### src/rtl/alu_rr_sched.sv
// Round-robin scheduler sharing one 8-bit ALU among NREQ requesters.
// Optional zero/carry response flags are enabled by defining ALU_SCHED_FLAGS_EN.

package alu_sched_pkg;
  typedef enum logic [1:0] {
    OP_ADD = 2'd0,
    OP_SUB = 2'd1,
    OP_AND = 2'd2,
    OP_OR  = 2'd3
  } opcode_e;
endpackage

module alu
  import alu_sched_pkg::*;
(
  input  logic [7:0] i_a,
  input  logic [7:0] i_b,
  input  opcode_e    i_op,
`ifdef ALU_SCHED_FLAGS_EN
  output logic       o_carry,
`endif
  output logic [7:0] o_y
);

  always_comb begin
    o_y = 8'h00;
    case (i_op)
      OP_ADD:  o_y = i_a + i_b;
      OP_SUB:  o_y = i_a - i_b;
      OP_AND:  o_y = i_a & i_b;
      OP_OR:   o_y = i_a | i_b;
      default: o_y = 8'h00;
    endcase
  end

`ifdef ALU_SCHED_FLAGS_EN
  logic [8:0] w_add9;
  logic [8:0] w_sub9;

  // Bit 8 of the widened difference is the unsigned borrow (a < b).
  assign w_add9 = {1'b0, i_a} + {1'b0, i_b};
  assign w_sub9 = {1'b0, i_a} - {1'b0, i_b};

  always_comb begin
    o_carry = 1'b0;
    case (i_op)
      OP_ADD:  o_carry = w_add9[8];
      OP_SUB:  o_carry = w_sub9[8];
      default: o_carry = 1'b0;
    endcase
  end
`endif

endmodule

module alu_rr_sched
  import alu_sched_pkg::*;
#(
  parameter int NREQ = 4,
  parameter int IDW  = $clog2(NREQ)
) (
  input  logic              clk,
  input  logic              rst_n,
  input  logic [NREQ-1:0]   req_valid,
  output logic [NREQ-1:0]   req_ready,
  input  logic [NREQ*8-1:0] req_a,
  input  logic [NREQ*8-1:0] req_b,
  input  logic [NREQ*2-1:0] req_op,
  output logic              rsp_valid,
  input  logic              rsp_ready,
  output logic [IDW-1:0]    rsp_id,
`ifdef ALU_SCHED_FLAGS_EN
  output logic              rsp_zero,
  output logic              rsp_carry,
`endif
  output logic [7:0]        rsp_y
);

  typedef enum logic [1:0] {
    S_IDLE = 2'd0,
    S_EXEC = 2'd1,
    S_RESP = 2'd2
  } state_e;

  state_e          r_state;
  state_e          w_next;
  logic [IDW-1:0]  r_last;
  logic [IDW-1:0]  r_id;
  logic [7:0]      r_a;
  logic [7:0]      r_b;
  opcode_e         r_op;
  logic            r_rsp_valid;
  logic [IDW-1:0]  r_rsp_id;
  logic [7:0]      r_rsp_y;
  logic [IDW-1:0]  w_grant;
  logic            w_any;
  logic            w_accept;
  logic [NREQ-1:0] w_req_ready;
  logic [7:0]      w_alu_y;

  // Smallest offset from last+1 wins; the loop runs downward so the final hit is the nearest.
  function automatic logic [IDW-1:0] f_pick(input logic [NREQ-1:0] v,
                                            input logic [IDW-1:0]  last);
    int k;
    f_pick = last;
    for (int i = NREQ; i >= 1; i--) begin
      k = (int'(last) + i) % NREQ;
      if (v[k]) f_pick = k[IDW-1:0];
    end
  endfunction

  assign w_grant  = f_pick(req_valid, r_last);
  assign w_any    = |req_valid;
  assign w_accept = (r_state == S_IDLE) && w_any;

  always_ff @(posedge clk or negedge rst_n) begin
    if (!rst_n) r_state <= S_IDLE;
    else        r_state <= w_next;
  end

  always_comb begin
    w_next = r_state;
    case (r_state)
      S_IDLE:  if (w_any) w_next = S_EXEC;
      S_EXEC:  w_next = S_RESP;
      S_RESP:  if (rsp_ready) w_next = S_IDLE;
      default: w_next = S_IDLE;
    endcase
  end

  // Gated by rst_n so no grant is advertised while the block is held in reset.
  always_comb begin
    w_req_ready = '0;
    if (rst_n && w_accept)
      w_req_ready = {{(NREQ-1){1'b0}}, 1'b1} << w_grant;
  end

  assign req_ready = w_req_ready;

  always_ff @(posedge clk) begin
    if (w_accept) begin
      r_a  <= req_a[8*w_grant +: 8];
      r_b  <= req_b[8*w_grant +: 8];
      r_op <= opcode_e'(req_op[2*w_grant +: 2]);
      r_id <= w_grant;
    end
  end

`ifdef ALU_SCHED_FLAGS_EN
  logic w_alu_carry;
  logic r_rsp_zero;
  logic r_rsp_carry;

  alu u_alu (
    .i_a     (r_a),
    .i_b     (r_b),
    .i_op    (r_op),
    .o_carry (w_alu_carry),
    .o_y     (w_alu_y)
  );

  always_ff @(posedge clk or negedge rst_n) begin
    if (!rst_n) begin
      r_rsp_zero  <= 1'b0;
      r_rsp_carry <= 1'b0;
    end else if (r_state == S_EXEC) begin
      r_rsp_zero  <= (w_alu_y == 8'h00);
      r_rsp_carry <= w_alu_carry;
    end
  end

  assign rsp_zero  = r_rsp_zero;
  assign rsp_carry = r_rsp_carry;
`else
  alu u_alu (
    .i_a  (r_a),
    .i_b  (r_b),
    .i_op (r_op),
    .o_y  (w_alu_y)
  );
`endif

  always_ff @(posedge clk or negedge rst_n) begin
    if (!rst_n) begin
      r_rsp_valid <= 1'b0;
      r_rsp_id    <= '0;
      r_rsp_y     <= 8'h00;
      r_last      <= IDW'(NREQ - 1);
    end else begin
      if (r_state == S_EXEC) begin
        r_rsp_valid <= 1'b1;
        r_rsp_id    <= r_id;
        r_rsp_y     <= w_alu_y;
      end else if (r_state == S_RESP && r_rsp_valid && rsp_ready) begin
        r_rsp_valid <= 1'b0;
        r_last      <= r_rsp_id;
      end
    end
  end

  assign rsp_valid = r_rsp_valid;
  assign rsp_id    = r_rsp_id;
  assign rsp_y     = r_rsp_y;

endmodule

### config.mk
export PLATFORM = sky130hd
export DESIGN_NAME = alu_rr_sched
export DESIGN_NICKNAME = d
export VERILOG_FILES = /design/src/rtl/alu_rr_sched.sv
export SDC_FILE = /design/constraint.sdc
export NUM_CORES = 1
export LEC_CHECK = 0
export ABC_AREA = 1
export CAP_MARGIN = 40
export CORE_UTILIZATION = 40
export CTS_CLUSTER_SIZE = 28
export DETAILED_ROUTE_END_ITERATION = 8
export GPL_TIMING_DRIVEN = 0
export PLACE_DENSITY = 0.78
export SYNTH_ARGS = -nofsm -noshare
export SYNTH_HDL_FRONTEND = slang
export SYNTH_SLANG_ARGS = --single-unit
### constraint.sdc
create_clock -name clk -period 4.1 [get_ports clk]
set_input_delay 0.82 -clock clk [delete_from_list [all_inputs] [get_ports clk]]
set_output_delay 0.82 -clock clk [all_outputs]
set_load 0.01 [all_outputs]
# Word level (Yosys, flattened, before mapping)
# Index checks and enable logic that the tools add are counted.
totals:
  mem_bits_ro: 0
  latchBits: 0
  wordCells: 74
  mem_count: 0
  ff_bits: 35
  ram_bits: 0
  out_inout_bits: 15
classes:
  mux: 23
  reduce_logical: 14
  div_mod_pow: 0
  magnitude_cmp: 4
  n_addsub: 6
  n_eq_ne: 7
  shifts: 4
  multipliers: 0
  bitwise: 7
op_table:
  columns: ["operator", "count"]
  rows:
  - ["$shiftx A32 B6 Y8", 2]
  - ["$pmux W8 S4", 1]
  - ["$lt A3 B4 Y1 const B", 4]
  - ["$mux W2", 6]
  - ["$mux W1", 10]
  - ["$add A8 B8 Y8", 1]
  - ["$and A8 B8 Y8", 1]
  - ["$bmux W1 S2", 4]
  - ["$or A8 B8 Y8", 1]
  - ["$reduce_or A2 Y1", 4]
  - ["$shiftx A8 B4 Y2", 1]
  - ["$sub A8 B8 Y8", 1]
  - ["$eq A2 B2 Y1 const B", 3]
  - ["$pmux W2 S3", 1]
  - ["$add A2 B1 Y2 const B", 2]
  - ["$add A2 B2 Y2 const B", 2]
  - ["$and A1 B1 Y1 const A", 4]
  - ["$eq A2 B1 Y1 const B", 2]
  - ["$logic_and A1 B1 Y1", 4]
  - ["$logic_not A2 Y1", 2]
  - ["$mux W4", 1]
  - ["$ne A2 B2 Y1 const B", 2]
  - ["$reduce_and A2 Y1", 2]
  - ["$reduce_or A4 Y1", 1]
  - ["3 further kinds", 3]

# Depth between registers and ports, before layout
logic_depth:
  depth_word: 12
  ltp_mapped: 16
  mapped_depth_nobuf: 16

# Modules after synthesis
# A second synthesis with hierarchy kept.
unflattened:
  hier_cells: 439
  hier_area_um2: 3131.8
modules_own_cells:
  columns: ["mod", "seq_area_each_um2", "cells_per_inst", "n_inst", "area_per_inst_um2"]
  rows:
  - ["alu_rr_sched", 978.4, 312, 1, 2397.3]
  - ["alu", 0.0, 127, 1, 734.5]

# Worst setup path before layout
# No wires, ideal clock.
synth_path:
  kind: "input -> output"
  start: "input req_valid[3]"
  end: "output req_ready[0]"
  slack_ps: 272
  n_path_buf: 0
  arrival_time_ps: 3008
  cell_stages: 4
  t_required_ps: 3280
  path_cell_list: "nor4_1 > nor3_1 > nand2_1 > nor3_1"
synth_via:
  word_cells_on_any_way: 21
  cone_classes: "shift (1); mux (17); reduce/logical (3)"
synth_rtl:
  columns: ["item", "line_no", "rtl"]
  rows:
  - ["from (decl)", "64", "input logic [NREQ-1:0] req_valid,"]
  - ["$reduce_or A4 Y1", "113", "assign w_any = |req_valid;"]
  - ["$logic_and A1 B1 Y1", "114", "assign w_accept = (r_state == S_IDLE) && w_any;"]
  - ["net w_accept", "97", "logic w_accept;"]
  - ["$logic_and A1 B1 Y1", "134", "if (rst_n && w_accept)"]
  - ["$mux W4", "134", null]
  - ["to (decl)", "65", "output logic [NREQ-1:0] req_ready,"]
# The timed path passes the listed nets, and every way through them passes these cells. The select of a mux whose other input is x is not followed.

# Worst setup path in the final report
layout_path:
  start: "input req_valid[3]"
  end: "output req_ready[3]"
# The elaborated chain is that of the path after synthesis.

==> results.tsv <==
metric	value	unit
H-tree depth	2	
Worst-path clk slew	0.07	ns
Ys Warns	0	
pin count of the biggest net entering global routing	17	
clock sinks	35	
Int Power	0.00191	W
Synth Area in XOR/XNOR	1.88	%
wl on met1	3270	microns
routed length on met2	3550	microns
first-pass GRT wire length	12500	microns
post-synthesis compound-gate area fraction	8.45	%
CP Capture Type	output port	
combinational share of power	72.7	%
post-CTS setup buffer count	0	
sequential area share after synthesis	34.9	%
row count	30	
crit path launch type	input pin	
IO Port Bufs	93	
via/cell ratio	4.91	
R2R cell count	13	
Initial Utilization	41.2	%
Critical Path AT	3.08	ns
die width	85.7	microns
mux cell area share after synthesis	0	%
Worst R2R End	rsp_y[5]	
Clk pwr share	6.0	%
vias in the first global route	2807	
final setup violation count	0	
share of cells above drive strength 1	6.88	%
DRT Pass-1 Iters	4	
design area	3950	sq um
CP startpoint	req_valid[3]	
Crit Path Class	in2out	
DR WL/cell	12.0	microns
initial antenna violation count	0	
Yosys cell types	34	
Mapped Area	2800	sq um
Final min period	3.90	ns
Synth area leader	nand2_1	
met3 WL post-DR	379	microns
max-cap violations	0	
Ports	94	
Peak supply drop	0.555	mV
post-synth top area share	24.3	%
post-synthesis simple-gate area fraction	40.6	%
CTS buffer count	5	
Cell Area, Placed	3860	sq um
CP required	3.28	ns
clk buf depth	2	
hpwl dp	6200	microns
worst slew pin tran	0.708	ns
grt ovf	0	
Worst Slack Setup Final	0.205	ns
crit path capture	req_ready[3]	
Mapped Cells	421	
Total GRT Usage	21.4	%
Post-layout nets	612	
endpoints failing hold	0	
Leak Pwr	1.92	nW
RSZ-0062 raised after global routing	false	
HP Class	reg2reg	
Post-CTS Resized	0	
# fillers	629	
clock root buffer	clkbuf_8	
maximum clock rate	0.257	GHz
DR DRC count	0	
Yosys reg bits	35	
Worst Skew	0.0106	ns
largest cells by area after synthesis	nand2_1 24%, edfxtp_1 21%, dfrtp_1 12%	
syn nets	511	
core outline area	6790	sq um
CTS tree	built	
Reg2Reg Setup Slack	1.37	ns
Routability Congestion	0.896	
Final Util	58.1	%
Die Y	85.7	microns
top_reg_cell synth	edfxtp_1	
crit-path max FO	10	
Slew headroom	52.5	%
die area	7340	sq um
Avg Cell Area, Syn	6.65	sq um
Hold-fix buffers, CTS	0	
# diodes	0	
Synth top cells by count	181 x nand2_1, 50 x nand3_1, 36 x inv_1	
post-route ant nets	0	
Slew Viols, Final	0	
Post-synth EDFFs	20	
Net Sw Frac	51.5	%
share of flip-flops with an asynchronous set or reset	42.9	%
detailed-route via count	3037	
main combinational cell family by area after synthesis	simple AND/OR/NAND/NOR gates	
crit share post-route	95.0	%
post-synthesis adder-cell area fraction	5.18	%
sequential share of power	21.3	%
most frequent cell after synthesis	nand2_1	
PD cells	995	nW/um^2
initial DRC count	216	
RR Startpoint	r_op[1]	
Top Metal Used	met4	
outcome	complete, no violations	
Skew-Pair Late Insertion Delay	0.30	ns
Area growth, synth to finish	41.0	%
NetSw	0.00202	W
pre-CTS setup slack	0.213	ns
routed wire length	7440	microns
==> power by group through the flow <==
| stage | combinational (W) | sequential [W] | clock, W |
|---|---|---|---|
| detailed placement | 0.00285 | 0.000837 | 0 |
| CTS | 0.00286 | 0.000833 | 0.000240 |
| finish | 0.00286 | 0.000836 | 0.000236 |
| floorplan | 0.00208 | 0.000823 | 0 |
| global placement | 0.00275 | 0.000834 | 0 |
| global route | 0.00328 | 0.000860 | 0.000257 |
==> per-stage QoR <==
step | TNS (ns) | instances | hold slack [ns] | total power [W]
finish | 0 | 619 | 0.450 | 0.00393
global route | 0 | 619 | 0.475 | 0.00440
CTS | 0 | 619 | 0.449 | 0.00394
detailed placement | 0 | 611 | 0.449 | 0.00369
global placement | -5.19 | 610 | 0.426 | 0.00359
floorplan | 0 | 421 | 0.418 | 0.00290
==> worst min path at each step <==
stage,from,endpoint,slack [ns],depth (start not counted)
final,r_id[1],rsp_id[1],0.45,2
after global routing,r_id[0],rsp_id[0],0.47,2
after CTS,r_id[1],rsp_id[1],0.45,2
after detailed placement,r_id[1],rsp_id[1],0.45,2
after global placement,r_id[1],rsp_id[1],0.43,2
after floorplan,r_id[0],rsp_id[0],0.42,2
==> placed cells by master (no fill, tap or decap) <==
cell type,count
clkbuf_1,2
dfrtp_1,13
edfxtp_1,20
o21bai_1,2
nand4_1,1
nand2_1,181
a221oi_1,1
nor3b_1,1
inv_2,3
clkinv_2,3
a311oi_1,2
buf_6,3
o21ai_0,16
dfstp_2,2
nor4_1,1
clkbuf_8,5
fa_1,1
o2111ai_1,1
nand3_1,50
a211oi_1,1
inv_1,36
a41oi_1,3
nand3_4,1
nor3_1,6
nand2_4,1
ha_1,10
nand2_2,4
nor2_1,26
o21ai_1,2
clkdlybuf4s50_1,93
xor2_1,5
nor3_2,1
buf_2,10
inv_4,1
o211ai_1,1
buf_4,2
a21oi_1,11
xnor2_1,1
==> worst max-delay path, cell delays in order <==
cell,delay [ns]
clkdlybuf4s50_1,0.50
nor4_1,0.11
nor3_2,0.55
nand2_1,0.22
nor3_1,0.29
clkdlybuf4s50_1,0.58
==> logic make-up after synthesis <==
kind of cell,after synthesis
AO/OA/AOI/OAI,40
XOR/XNOR,6
adder cells (fa/ha/maj),11
buffers and inverters,56
flip-flops,35
AND/OR/NAND/NOR,273
==> state kept, by name, indices dropped and copies added (netlist names) <==
signal     cells
r_a            8
r_b            8
r_id           2
r_last         2
r_op           2
r_state        2
rsp_id         2
rsp_valid      1
rsp_y          8
==> metal layers <==
layer / vias to the layer above / track usage [%]
li1: 1563 / -
met1: 1341 / 28.4
met2: 113 / 34.3
met3: 20 / 3.46
met4: 0 / 9.85
met5: - / 0
==> final cells by class <==
cell class                      instances  area [sq um]  area share, %
Inverter                               40           153           3.87
Clock buffer                            5          68.8           1.74
Tap cell                               96           120           3.04
Timing Repair Buffer                   94           938           23.8
Sequential cell                        35           978           24.8
Multi-Input combinational cell        330          1580           39.9
Buffer                                 16          98.8           2.50
Clock inverter                          3          15.0          0.380
Power figures use the tool's default switching activity.
==> edit: new RTL, config.mk and constraints unchanged <==
`NREQ`: 4 -> 8.
--- a/src/rtl/alu_rr_sched.sv
+++ b/src/rtl/alu_rr_sched.sv
@@ -56,7 +56,7 @@
 module alu_rr_sched
   import alu_sched_pkg::*;
 #(
-  parameter int NREQ = 4,
+  parameter int NREQ = 8,
   parameter int IDW  = $clog2(NREQ)
 ) (
   input  logic              clk,
Interface: changed (6 resized); port bits go from 94 to 175. The function was not compared with the original's and may differ.
==> edit against the original RTL <==
  * Worst setup slack worse by 69 ps
  * Die area up 51%
  * Design area up 64%
  * Register-to-register slack worse by 630 ps
  * Maximum frequency down 1.7%
  * Routed wire length up 100%
  * Area after synthesis up 52%
  * First-iteration DRC count up 46%
  * Sequential cell count up 3
Power is not shown: default switching activity piles up to over one toggle a cycle in this logic, so the estimate is an artifact.
==> edit: results (changes against the original RTL) <==
* Crit path from: r_last[0]
* Post-synth top cells: nand2_1 (383), nand3_1 (112), inv_1 (28), nor2_1 (28), edfxtp_1 (21)
* Vias in the first global route at 4,929 (+76%)
* Seq Cell Count at 38 (+8.6%)
* Non-clk invs at 38 (-5.0%)
* Total GRT Usage at 26.86% (+5.5 points)
* Initial drt markers at 316 (+46%)
* Clock buf/inv share at 1.471% (-0.65 points)
* Pre-CTS setup slack at -382.3 ps (-595.0 ps)
* CTS Root Buffer Type: clkbuf_8
* Vias at 5,337 (+76%)
* GRT met2 Usage at 49.20% (+15 points)
* CP arrival at 3140 ps (+60 ps)
* Post-synth cell types at 40 (+18%)
* Outcome: finished, final reports clean
* Worst hold slack at 475.0 ps (+25.44 ps)
* Adder-Cell Fraction of Synth Area at 4.000% (-1.2 points)
* CP max-delay cell: dfstp_2
* HPWL after DPL at 12.08 mm (+95%)
* Setup Skew at 8.984 ps (-1.599 ps)
* Routed wl met2 at 7.350 mm (+110%)
* Register area at 0.001060 mm² (+8.3%)
* Fill count at 1,012 (+61%)
* Worst reg2reg endpoint: r_a[0]
* Met1 usage at 32.84% (+4.5 points)
* Fin crit share at 96.69% (+1.7 points)
* Routed WL per cell at 13.96 µm (+16%)
* XOR/XNOR share of the synthesized area at 1.647% (-0.23 points)
* Area fraction in compound gates after synthesis at 6.294% (-2.2 points)
* Wl on met1 at 6.338 mm (+94%)
* PortBufs at 174 (+87%)
* Worst-Margin Slew at 742.4 ps (+34.36 ps)
* First-pass GRT wire length at 23.51 mm (+88%)
* Share of cells above drive strength 1 at 11.61% (+4.7 points)
* Async SR Flop Fraction at 44.74% (+1.9 points)
* CP peak stage delay at 550 ps (-30 ps)
* Layout clock buffer count at 6 (+1)
* M3 GR Usage at 4.117% (+0.65 points)
* Critical-path maximum fanout at 12 (+2)
* Worst R2R Path Depth at 23 (+10)
* WL met3 at 931 µm (+150%)
* Fraction of cell area in non-clock buffers at 32.80% (+6.5 points)
* Multi-input comb cells at 614 (+86%)
* Multi-input logic area at 0.002873 mm² (+82%)
* Syn_nets at 898 (+76%)
* Post-synth EDFFs at 21 (+5.0%)
* Largest net degree at the start of global routing at 20 (+3)
* GPL Wtd Cong at 0.9429 (+5.2%)
* Plain + repair buffers at 232 (+110%)
* Synth top area cells: nand2_1 (34%), edfxtp_1 (15%), nand3_1 (13%), dfrtp_1 (8.2%), ha_1 (3.5%)
* Sequential share of the synthesized area at 24.91% (-10 points)
==> edit: cell count changes after synthesis, sizes merged, moves of 2 or more <==
cell    unedited run  this run
buf               14        32
clkbuf             2         8
inv               40        34
a41oi              3         5
a311oi             2         0
nand3             51       115
xor2               5         7
nor2              26        28
nand2            186       393
a31oi              0         5
ha                10        12
clkinv             0         4
==> edit: per-stage QoR <==
stage | instance area, µm² | utilization, % | cells
final | 6465 | 62.62 | 1066
after global routing | 6465 | 62.62 | 1066
after CTS | 6366 | 61.67 | 1056
after detailed placement | 6208 | 60.14 | 1042
after global placement | 6171 | 59.77 | 1040
after floorplan | 4259 | - | 730
==> edit: critical path: cells and delay by family (launching register included) <==
kind / cells / cell delay, ps
and+or+nand+nor: 13 / 1130
buffers and inverters: 8 / 860
DFF: 1 / 550
adders and majority gates: 1 / 300
==> edit: what timing repair did <==
item,4_1_cts,5_1_grt
resized for setup,34,21
cloned,0,0
setup buffers,7,12
pin swaps,2,4
setup endpoints to repair,8,8
